===== src/rtl/rd_tlp_axi_if.sv =====
// rtl/rd_tlp_axi_if.sv - request TLP, AXI4 read and completion TLP signal bundle for rd_tlp_axi
interface rd_tlp_axi_if;
    logic [127:0] tlp_hdr;
    logic [255:0] tlp_data;
    logic         tlp_sop;
    logic         tlp_eop;
    logic         tlp_valid;
    logic         tlp_ready;

    logic [7:0]   axi_arid;
    logic [63:0]  axi_araddr;
    logic [7:0]   axi_arlen;
    logic [2:0]   axi_arsize;
    logic [1:0]   axi_arburst;
    logic         axi_arvalid;
    logic         axi_arready;

    logic [7:0]   axi_rid;
    logic [255:0] axi_rdata;
    logic [1:0]   axi_rresp;
    logic         axi_rlast;
    logic         axi_rvalid;
    logic         axi_rready;

    logic [127:0] cpl_hdr;
    logic [255:0] cpl_data;
    logic         cpl_sop;
    logic         cpl_eop;
    logic         cpl_valid;
    logic         cpl_ready;

    logic         tlp_error;

    modport slave (
        input  tlp_hdr, tlp_data, tlp_sop, tlp_eop, tlp_valid,
        output tlp_ready,
        output axi_arid, axi_araddr, axi_arlen, axi_arsize, axi_arburst, axi_arvalid,
        input  axi_arready,
        input  axi_rid, axi_rdata, axi_rresp, axi_rlast, axi_rvalid,
        output axi_rready,
        output cpl_hdr, cpl_data, cpl_sop, cpl_eop, cpl_valid,
        input  cpl_ready,
        output tlp_error
    );

    modport master (
        output tlp_hdr, tlp_data, tlp_sop, tlp_eop, tlp_valid,
        input  tlp_ready,
        input  axi_arid, axi_araddr, axi_arlen, axi_arsize, axi_arburst, axi_arvalid,
        output axi_arready,
        output axi_rid, axi_rdata, axi_rresp, axi_rlast, axi_rvalid,
        input  axi_rready,
        input  cpl_hdr, cpl_data, cpl_sop, cpl_eop, cpl_valid,
        output cpl_ready,
        input  tlp_error
    );
endinterface


===== src/rtl/rd_tlp_axi.sv =====
// rtl/rd_tlp_axi.sv - MRd request TLP to single AXI4 INCR read burst, R beats streamed out as CplD
module rd_tlp_axi #(
    parameter int          DOUBLE_WORD       = 32,
    parameter int          HEADER_SIZE       = 128,
    parameter int          TLP_DATA_WIDTH    = 256,
    parameter int          AXI_DATA_WIDTH    = 256,
    parameter int          AXI_ADDR_WIDTH    = 64,
    parameter int          AXI_ID_WIDTH      = 8,
    parameter int          AXI_MAX_BURST_LEN = 256,
    parameter logic [15:0] COMPLETER_ID      = 16'h0000
) (
    input  logic         clk,
    input  logic         rst_n,
    rd_tlp_axi_if.slave  bus
);
    localparam int BEAT_BYTES  = AXI_DATA_WIDTH / 8;
    localparam int BEAT_LOG2   = $clog2(BEAT_BYTES);
    localparam int DW_PER_BEAT = AXI_DATA_WIDTH / DOUBLE_WORD;
    localparam int BEAT_SHIFT  = $clog2(DW_PER_BEAT);

    typedef enum logic [1:0] {S_IDLE, S_AR, S_DATA} state_t;

    state_t                    state_q;
    logic                      tlp_ready_q, arvalid_q, tlp_error_q, first_q;
    logic [2:0]                status_q, arsize_q;
    logic [1:0]                arburst_q;
    logic [7:0]                arlen_q;
    logic [AXI_ID_WIDTH-1:0]   arid_q;
    logic [AXI_ADDR_WIDTH-1:0] araddr_q;
    logic [HEADER_SIZE-1:0]    cpl_hdr_q;

    logic [2:0]                fmt;
    logic [4:0]                typ;
    logic [9:0]                len;
    logic [63:0]               req_addr;
    logic [10:0]               len_dw;
    logic [11:0]               span, beats;
    logic                      req_ok_d;
    logic [AXI_ADDR_WIDTH-1:0] araddr_d;
    logic [7:0]                arlen_d;
    logic [HEADER_SIZE-1:0]    cpl_hdr_d, hdr_out;
    logic [2:0]                status;
    logic                      in_data, beat_fire, resp_bad;
    logic [TLP_DATA_WIDTH-1:0] beat_data;

    assign fmt = bus.tlp_hdr[31:29];
    assign typ = bus.tlp_hdr[28:24];
    assign len = bus.tlp_hdr[9:0];

    always_comb begin
        req_addr = {32'b0, bus.tlp_hdr[95:66], 2'b00};
        if (fmt == 3'b001)
            req_addr = {bus.tlp_hdr[95:64], bus.tlp_hdr[127:98], 2'b00};
    end

    // Beats covered by the request once its DW offset inside the first beat is added.
    assign len_dw   = (len == 10'd0) ? 11'd1024 : {1'b0, len};
    assign span     = 12'(req_addr[BEAT_LOG2-1:2]) + {1'b0, len_dw};
    assign beats    = (span + 12'(DW_PER_BEAT - 1)) >> BEAT_SHIFT;
    assign req_ok_d = (typ == 5'b00000) && (fmt == 3'b000 || fmt == 3'b001)
                      && (beats <= 12'(AXI_MAX_BURST_LEN));
    assign araddr_d = AXI_ADDR_WIDTH'(req_addr) & ~AXI_ADDR_WIDTH'(BEAT_BYTES - 1);
    assign arlen_d  = 8'(beats - 12'd1);

    always_comb begin
        cpl_hdr_d        = '0;
        cpl_hdr_d[31:29] = 3'b010;
        cpl_hdr_d[28:24] = 5'b01010;
        cpl_hdr_d[9:0]   = len;
        cpl_hdr_d[63:48] = COMPLETER_ID;
        cpl_hdr_d[43:32] = {len, 2'b00};
        cpl_hdr_d[95:80] = bus.tlp_hdr[63:48];
        cpl_hdr_d[79:72] = bus.tlp_hdr[47:40];
        cpl_hdr_d[70:64] = req_addr[6:0];
    end

    assign in_data   = (state_q == S_DATA);
    assign beat_fire = in_data && bus.axi_rvalid && bus.cpl_ready;
    assign resp_bad  = (bus.axi_rresp != 2'b00);

    // Completion status follows the first beat's rresp live, then holds the latched value.
    assign status = (in_data && first_q && bus.axi_rvalid && resp_bad) ? 3'b100 : status_q;

    always_comb begin
        hdr_out        = cpl_hdr_q;
        hdr_out[47:45] = status;
    end

    always_ff @(posedge clk or negedge rst_n) begin
        if (!rst_n) begin
            state_q     <= S_IDLE;
            tlp_ready_q <= 1'b0;
            arvalid_q   <= 1'b0;
            tlp_error_q <= 1'b0;
            first_q     <= 1'b0;
            status_q    <= 3'b000;
            arsize_q    <= 3'b000;
            arburst_q   <= 2'b00;
            arlen_q     <= 8'd0;
            arid_q      <= '0;
            araddr_q    <= '0;
            cpl_hdr_q   <= '0;
        end else begin
            tlp_error_q <= 1'b0;
            case (state_q)
                S_IDLE: begin
                    tlp_ready_q <= 1'b1;
                    if (bus.tlp_valid && tlp_ready_q) begin
                        if (req_ok_d) begin
                            state_q     <= S_AR;
                            tlp_ready_q <= 1'b0;
                            arvalid_q   <= 1'b1;
                            araddr_q    <= araddr_d;
                            arlen_q     <= arlen_d;
                            arid_q      <= AXI_ID_WIDTH'(bus.tlp_hdr[47:40]);
                            arsize_q    <= 3'(BEAT_LOG2);
                            arburst_q   <= 2'b01;
                            cpl_hdr_q   <= cpl_hdr_d;
                            status_q    <= 3'b000;
                            first_q     <= 1'b1;
                        end else begin
                            tlp_error_q <= 1'b1;
                        end
                    end
                end
                S_AR: begin
                    if (bus.axi_arready) begin
                        arvalid_q <= 1'b0;
                        state_q   <= S_DATA;
                    end
                end
                S_DATA: begin
                    if (beat_fire) begin
                        first_q <= 1'b0;
                        if (first_q && resp_bad)
                            status_q <= 3'b100;
                        if (bus.axi_rlast) begin
                            state_q     <= S_IDLE;
                            tlp_ready_q <= 1'b1;
                        end
                    end
                end
                default: state_q <= S_IDLE;
            endcase
        end
    end

    assign beat_data       = bus.axi_rdata;
    assign bus.tlp_ready   = tlp_ready_q;
    assign bus.axi_arvalid = arvalid_q;
    assign bus.axi_araddr  = araddr_q;
    assign bus.axi_arlen   = arlen_q;
    assign bus.axi_arid    = arid_q;
    assign bus.axi_arsize  = arsize_q;
    assign bus.axi_arburst = arburst_q;
    assign bus.axi_rready  = in_data && bus.cpl_ready;
    assign bus.cpl_valid   = in_data && bus.axi_rvalid;
    assign bus.cpl_data    = beat_data;
    assign bus.cpl_sop     = in_data && first_q;
    assign bus.cpl_eop     = in_data && bus.axi_rlast;
    assign bus.cpl_hdr     = hdr_out;
    assign bus.tlp_error   = tlp_error_q || (beat_fire && resp_bad);

    logic unused_bits;
    assign unused_bits = ^{bus.axi_rid, bus.tlp_data, bus.tlp_sop, bus.tlp_eop,
                           bus.tlp_hdr[23:10], bus.tlp_hdr[39:32], bus.tlp_hdr[97:96]};
endmodule

===== src/flat_wrapper.sv =====
// flat-port wrapper written by rule: the top's interface ports become plain ports
module rd_tlp_axi_flat 
#(
    parameter int          DOUBLE_WORD       = 32,
    parameter int          HEADER_SIZE       = 128,
    parameter int          TLP_DATA_WIDTH    = 256,
    parameter int          AXI_DATA_WIDTH    = 256,
    parameter int          AXI_ADDR_WIDTH    = 64,
    parameter int          AXI_ID_WIDTH      = 8,
    parameter int          AXI_MAX_BURST_LEN = 256,
    parameter logic [15:0] COMPLETER_ID      = 16'h0000
)
  (clk, rst_n, bus_tlp_hdr, bus_tlp_data, bus_tlp_sop, bus_tlp_eop, bus_tlp_valid, bus_tlp_ready, bus_axi_arid, bus_axi_araddr, bus_axi_arlen, bus_axi_arsize, bus_axi_arburst, bus_axi_arvalid, bus_axi_arready, bus_axi_rid, bus_axi_rdata, bus_axi_rresp, bus_axi_rlast, bus_axi_rvalid, bus_axi_rready, bus_cpl_hdr, bus_cpl_data, bus_cpl_sop, bus_cpl_eop, bus_cpl_valid, bus_cpl_ready, bus_tlp_error);
  rd_tlp_axi_if bus_i ();
  input  logic clk;
  input  logic rst_n;
  input wire logic [$bits(bus_i.tlp_hdr)-1:0] bus_tlp_hdr;
  input wire logic [$bits(bus_i.tlp_data)-1:0] bus_tlp_data;
  input wire logic [$bits(bus_i.tlp_sop)-1:0] bus_tlp_sop;
  input wire logic [$bits(bus_i.tlp_eop)-1:0] bus_tlp_eop;
  input wire logic [$bits(bus_i.tlp_valid)-1:0] bus_tlp_valid;
  output wire logic [$bits(bus_i.tlp_ready)-1:0] bus_tlp_ready;
  output wire logic [$bits(bus_i.axi_arid)-1:0] bus_axi_arid;
  output wire logic [$bits(bus_i.axi_araddr)-1:0] bus_axi_araddr;
  output wire logic [$bits(bus_i.axi_arlen)-1:0] bus_axi_arlen;
  output wire logic [$bits(bus_i.axi_arsize)-1:0] bus_axi_arsize;
  output wire logic [$bits(bus_i.axi_arburst)-1:0] bus_axi_arburst;
  output wire logic [$bits(bus_i.axi_arvalid)-1:0] bus_axi_arvalid;
  input wire logic [$bits(bus_i.axi_arready)-1:0] bus_axi_arready;
  input wire logic [$bits(bus_i.axi_rid)-1:0] bus_axi_rid;
  input wire logic [$bits(bus_i.axi_rdata)-1:0] bus_axi_rdata;
  input wire logic [$bits(bus_i.axi_rresp)-1:0] bus_axi_rresp;
  input wire logic [$bits(bus_i.axi_rlast)-1:0] bus_axi_rlast;
  input wire logic [$bits(bus_i.axi_rvalid)-1:0] bus_axi_rvalid;
  output wire logic [$bits(bus_i.axi_rready)-1:0] bus_axi_rready;
  output wire logic [$bits(bus_i.cpl_hdr)-1:0] bus_cpl_hdr;
  output wire logic [$bits(bus_i.cpl_data)-1:0] bus_cpl_data;
  output wire logic [$bits(bus_i.cpl_sop)-1:0] bus_cpl_sop;
  output wire logic [$bits(bus_i.cpl_eop)-1:0] bus_cpl_eop;
  output wire logic [$bits(bus_i.cpl_valid)-1:0] bus_cpl_valid;
  input wire logic [$bits(bus_i.cpl_ready)-1:0] bus_cpl_ready;
  output wire logic [$bits(bus_i.tlp_error)-1:0] bus_tlp_error;
  assign bus_i.tlp_hdr = bus_tlp_hdr;
  assign bus_i.tlp_data = bus_tlp_data;
  assign bus_i.tlp_sop = bus_tlp_sop;
  assign bus_i.tlp_eop = bus_tlp_eop;
  assign bus_i.tlp_valid = bus_tlp_valid;
  assign bus_tlp_ready = bus_i.tlp_ready;
  assign bus_axi_arid = bus_i.axi_arid;
  assign bus_axi_araddr = bus_i.axi_araddr;
  assign bus_axi_arlen = bus_i.axi_arlen;
  assign bus_axi_arsize = bus_i.axi_arsize;
  assign bus_axi_arburst = bus_i.axi_arburst;
  assign bus_axi_arvalid = bus_i.axi_arvalid;
  assign bus_i.axi_arready = bus_axi_arready;
  assign bus_i.axi_rid = bus_axi_rid;
  assign bus_i.axi_rdata = bus_axi_rdata;
  assign bus_i.axi_rresp = bus_axi_rresp;
  assign bus_i.axi_rlast = bus_axi_rlast;
  assign bus_i.axi_rvalid = bus_axi_rvalid;
  assign bus_axi_rready = bus_i.axi_rready;
  assign bus_cpl_hdr = bus_i.cpl_hdr;
  assign bus_cpl_data = bus_i.cpl_data;
  assign bus_cpl_sop = bus_i.cpl_sop;
  assign bus_cpl_eop = bus_i.cpl_eop;
  assign bus_cpl_valid = bus_i.cpl_valid;
  assign bus_i.cpl_ready = bus_cpl_ready;
  assign bus_tlp_error = bus_i.tlp_error;
  rd_tlp_axi #(.DOUBLE_WORD(DOUBLE_WORD), .HEADER_SIZE(HEADER_SIZE), .TLP_DATA_WIDTH(TLP_DATA_WIDTH), .AXI_DATA_WIDTH(AXI_DATA_WIDTH), .AXI_ADDR_WIDTH(AXI_ADDR_WIDTH), .AXI_ID_WIDTH(AXI_ID_WIDTH), .AXI_MAX_BURST_LEN(AXI_MAX_BURST_LEN), .COMPLETER_ID(COMPLETER_ID)) u_core (.clk(clk), .rst_n(rst_n), .bus(bus_i));
endmodule

===== config.mk =====
export PLATFORM = sky130hd
export DESIGN_NAME = rd_tlp_axi_flat
export DESIGN_NICKNAME = d
export VERILOG_FILES = /design/src/rtl/rd_tlp_axi_if.sv /design/src/rtl/rd_tlp_axi.sv /design/src/flat_wrapper.sv
export SDC_FILE = /design/constraint.sdc
export NUM_CORES = 1
export LEC_CHECK = 0
export CAP_MARGIN = 0
export CORE_AREA = 3 3 441 443
export DETAILED_ROUTE_END_ITERATION = 8
export DIE_AREA = 0 0 444 446
export HOLD_SLACK_MARGIN = 0.1
export PLACE_DENSITY = 0.3
export SKIP_CTS_REPAIR_TIMING = 1
export SLEW_MARGIN = 20
export SYNTH_ARGS = -nofsm -noshare
export SYNTH_HDL_FRONTEND = slang
export SYNTH_SLANG_ARGS = --single-unit

===== constraint.sdc =====
create_clock -name clk -period 2.7 [get_ports clk]
set_input_delay 0.54 -clock clk [delete_from_list [all_inputs] [get_ports clk]]
set_output_delay 0.54 -clock clk [all_outputs]
set_load 0.05 [all_outputs]

==> results.yml <==
place:
  gp_routability_congestion: 0.647
  io_buffers: 250
  hpwlAfterDp_um: 47300
  placed_cell_area_mm2: 0.0112
  place_inst: 3339
  place_ws_ns: -1.09
sta:
  fin_ws_ns: -0.266
  finClkSkew_ns: 0.0196
  max_freq_mhz: 337
  worstMarginPinSlew_ns: 0.862
  max-slew-margin-rel: 0.426
  setup-violations-final: 6
  finalHoldViolCount: 0
  fin_crit_ns: 2.97
  drv_slew: 0
  rsz0062_at_grt: "true"
  period_share: 1.10
grt:
  overflow: 0
  grt_pass1_vias: 5259
  grt_max_degree: 55
  grt_pass1_wl_um: 65400
  grt_antenna_before_repair: 51
  track_usage: 0.0531
yosys:
  yosysUniqueCellTypes: 47
  yosysWarnings: 0
  synth_edf_count: 0
  synth_cells: 845
  avgSynthCellArea_um2: 9.17
  synth_top_family_by_area: "buffers and inverters"
  synthAdderAreaFrac: 0.00969
  synth-simple-area-share: 0.0888
  synth_compound_area_frac: 0.0764
  synth_xor_area_frac: 0.00678
  synth_async_sr_flop_share: 1.00
  syn-cell-area_mm2: 0.00775
  ys_ff_latch: 112
  synth_flop_cell: "dfrtp_1"
  synth.area.mux_share: 0.0840
  synth-seq-area-share: 0.362
cts:
  path_clk_slew_ns: 0.09
  clk_latency_ns: 0.42
  cts_tree: "built"
  numClockSinks: 112
  cts_buffers: 9
  cts_htree_levels: 3
  clock_path_buffers: 2
  cts_root_buf: "clkbuf_16"
critical_path:
  path_delay_family: "buffers and inverters"
  critPathKind: "primary input to register"
  arrival_ns: 3.30
  crit_buf_inv: 7
  slowest_delay_ns: 0.37
  required_ns: 3.03
  crit_chain: "buf_8, nor3b_4, buf_12, mux2i_4, ha_4, inv_2, ha_4, or3_1, a211o_2, o211ai_4, buf_4, buf_6, buf_6, buf_4, ha_1, o21ai_0"
  cp-end-kind: "register"
  worstPathMaxFanout: 4
  cp_slowest_cell: "or3_1"
  cp-start-kind: "primary input"
drt:
  routed-via-count: 5274
  wl_um: 54100
  drt.antenna.violating_nets: 0
  initialDrtViolationCount: 175
  wl_per_cell_um: 16.0
  drc_errors: 0
  first_pass_iters: 4
  vias_per_cell: 1.56
cells_and_area:
  post-route-cell-area_mm2: 0.0117
  mostFrequentLayoutCell: "clkdlybuf4s50_1"
  layoutNonFillerInstCount: 3370
  nets: 1509
  syn_to_final_growth_pct: 51.6
  layout_common_cells: "clkdlybuf4s50_1 (192), nand2_1 (114), dfrtp_1 (111)"
  drive_gt1_frac: 0.216
pwr:
  finalPower_mw: 5.25
  leakage_nw: 4.07
  peakVddDrop_v: 0.000239
  powerDensity_mw_per_mm2: 447
floorplanning:
  initial_core_util: 0.0407
  fp-row-count: 160
  die-area_mm2: 0.198
  coreArea_mm2: 0.190
  fp.dieW_um: 444
  io_pins: 1135
  chipHeight_um: 446
worst_hold_path:
  hp-class: "register to register"
job:
  max_cap_viol_count: 0
status:
  status: "finished with violations"
  violations: "setup timing"
==> cells by family (layout without fill, tap and decap cells) <==
| kind of cell | count (synthesis) | after routing |
|---|---|---|
| multiplexers | 61 | 61 |
| other | 1 | 92 |
| buffers and inverters | 402 | 325 |
| AND/OR/NAND/NOR | 158 | 158 |
| flip-flops | 112 | 112 |
| AO/OA/AOI/OAI | 99 | 99 |
| XOR/XNOR | 6 | 6 |
| adder cells (fa/ha/maj) | 6 | 6 |
==> sequential cells by signal, summed over array words and instances, names as in the netlist <==
register                cells
u_core.state_q              2
u_core.bus.axi_araddr      59
u_core.bus.tlp_ready        1
u_core.status_q             1
u_core.bus.axi_arvalid      1
u_core.bus.axi_arid         7
u_core.first_q              1
u_core.bus.axi_arlen        8
u_core.tlp_error_q          1
u_core.cpl_hdr_q           31
==> cells in the mapped netlist, types with 3 or more instances <==
master    instances  area share
a21oi_1           5      0.0032
and2_1            4      0.0032
buf_1             3      0.0015
buf_4           363        0.35
clkbuf_1         26       0.013
dfrtp_1         112        0.36
ha_1              6      0.0097
inv_1             7      0.0034
mux2_2           32       0.047
mux2i_1          29       0.037
nand2_1         115       0.056
nand2b_1          3      0.0024
nand3_1           6      0.0039
nor2_1            7      0.0034
nor2b_1           3      0.0024
nor3_1            4      0.0026
nor4_1            5      0.0040
o21a_1            3      0.0029
o21ai_0          70       0.045
or3_1             3      0.0024
xnor2_1           6      0.0068
==> report_power, final <==
| group | internal [mW] | total (mW) | leakage (nW) | switching (mW) |
|---|---|---|---|---|
| registers | 1.78 | 1.88 | 1.53 | 0.0973 |
| clock network | 0.753 | 1.60 | 0.143 | 0.847 |
| logic | 0.585 | 1.77 | 2.40 | 1.19 |
==> worst paths after layout <==
path / start / to / slack, ns / cells after the start
worst min register to register: u_core.bus.axi_araddr[49] / u_core.bus.axi_araddr[49] / 0.49 / 2
worst max register to register: u_core.state_q[1] / u_core.bus.axi_araddr[45] / 0.84 / 5
worst max-delay path: bus_tlp_hdr[31] / u_core.bus.axi_arlen[1] / -0.27 / 16
worst min-delay path: u_core.bus.axi_araddr[49] / u_core.bus.axi_araddr[49] / 0.49 / 2
max in group asynchronous: rst_n / u_core.cpl_hdr_q[42] / 1.31 / 3
min in group asynchronous: rst_n / u_core.bus.axi_araddr[10] / 0.61 / 2
==> worst register-to-register path, stage by stage (launching register included) <==
cell and delay [ns]:
dfrtp_2 0.48, or4_4 0.61, buf_12 0.21, buf_12 0.28
nand2_1 0.08, o21ai_0 0.07
==> per-layer routing <==
metal / vias to the layer above / GRT usage / wire length (um)
li1: 2305 / - / -
met5: - / 0.00342 / 325
met2: 392 / 0.0924 / 27500
met4: 36 / 0.0177 / 1440
met1: 2395 / 0.0459 / 16400
met3: 146 / 0.0416 / 8330
==> metrics by stage <==
step	setup TNS [ns]	hold slack, ns	utilization
4_1_cts	-3.85	0.00954	0.0606
2_1_floorplan	-1.83	0.244	-
5_1_grt	-1.80	0.512	0.0616
3_5_place_dp	-32.20	0.470	0.0591
6_report	-1.37	0.486	0.0617
3_3_place_gp	-34.20	0.463	0.0591
==> cell type report <==
class | count | area [um2]
fill | 22300 | 179000
tap | 2511 | 3140
timing repair buffer | 302 | 2890
sequential | 112 | 2800
multi-input combinational | 412 | 2550
clock buffer | 12 | 246
clock inverter | 4 | 51.3
inverter | 7 | 26.3
antenna | 10 | 25.0
Note: power is estimated with default switching activity, not from simulation.
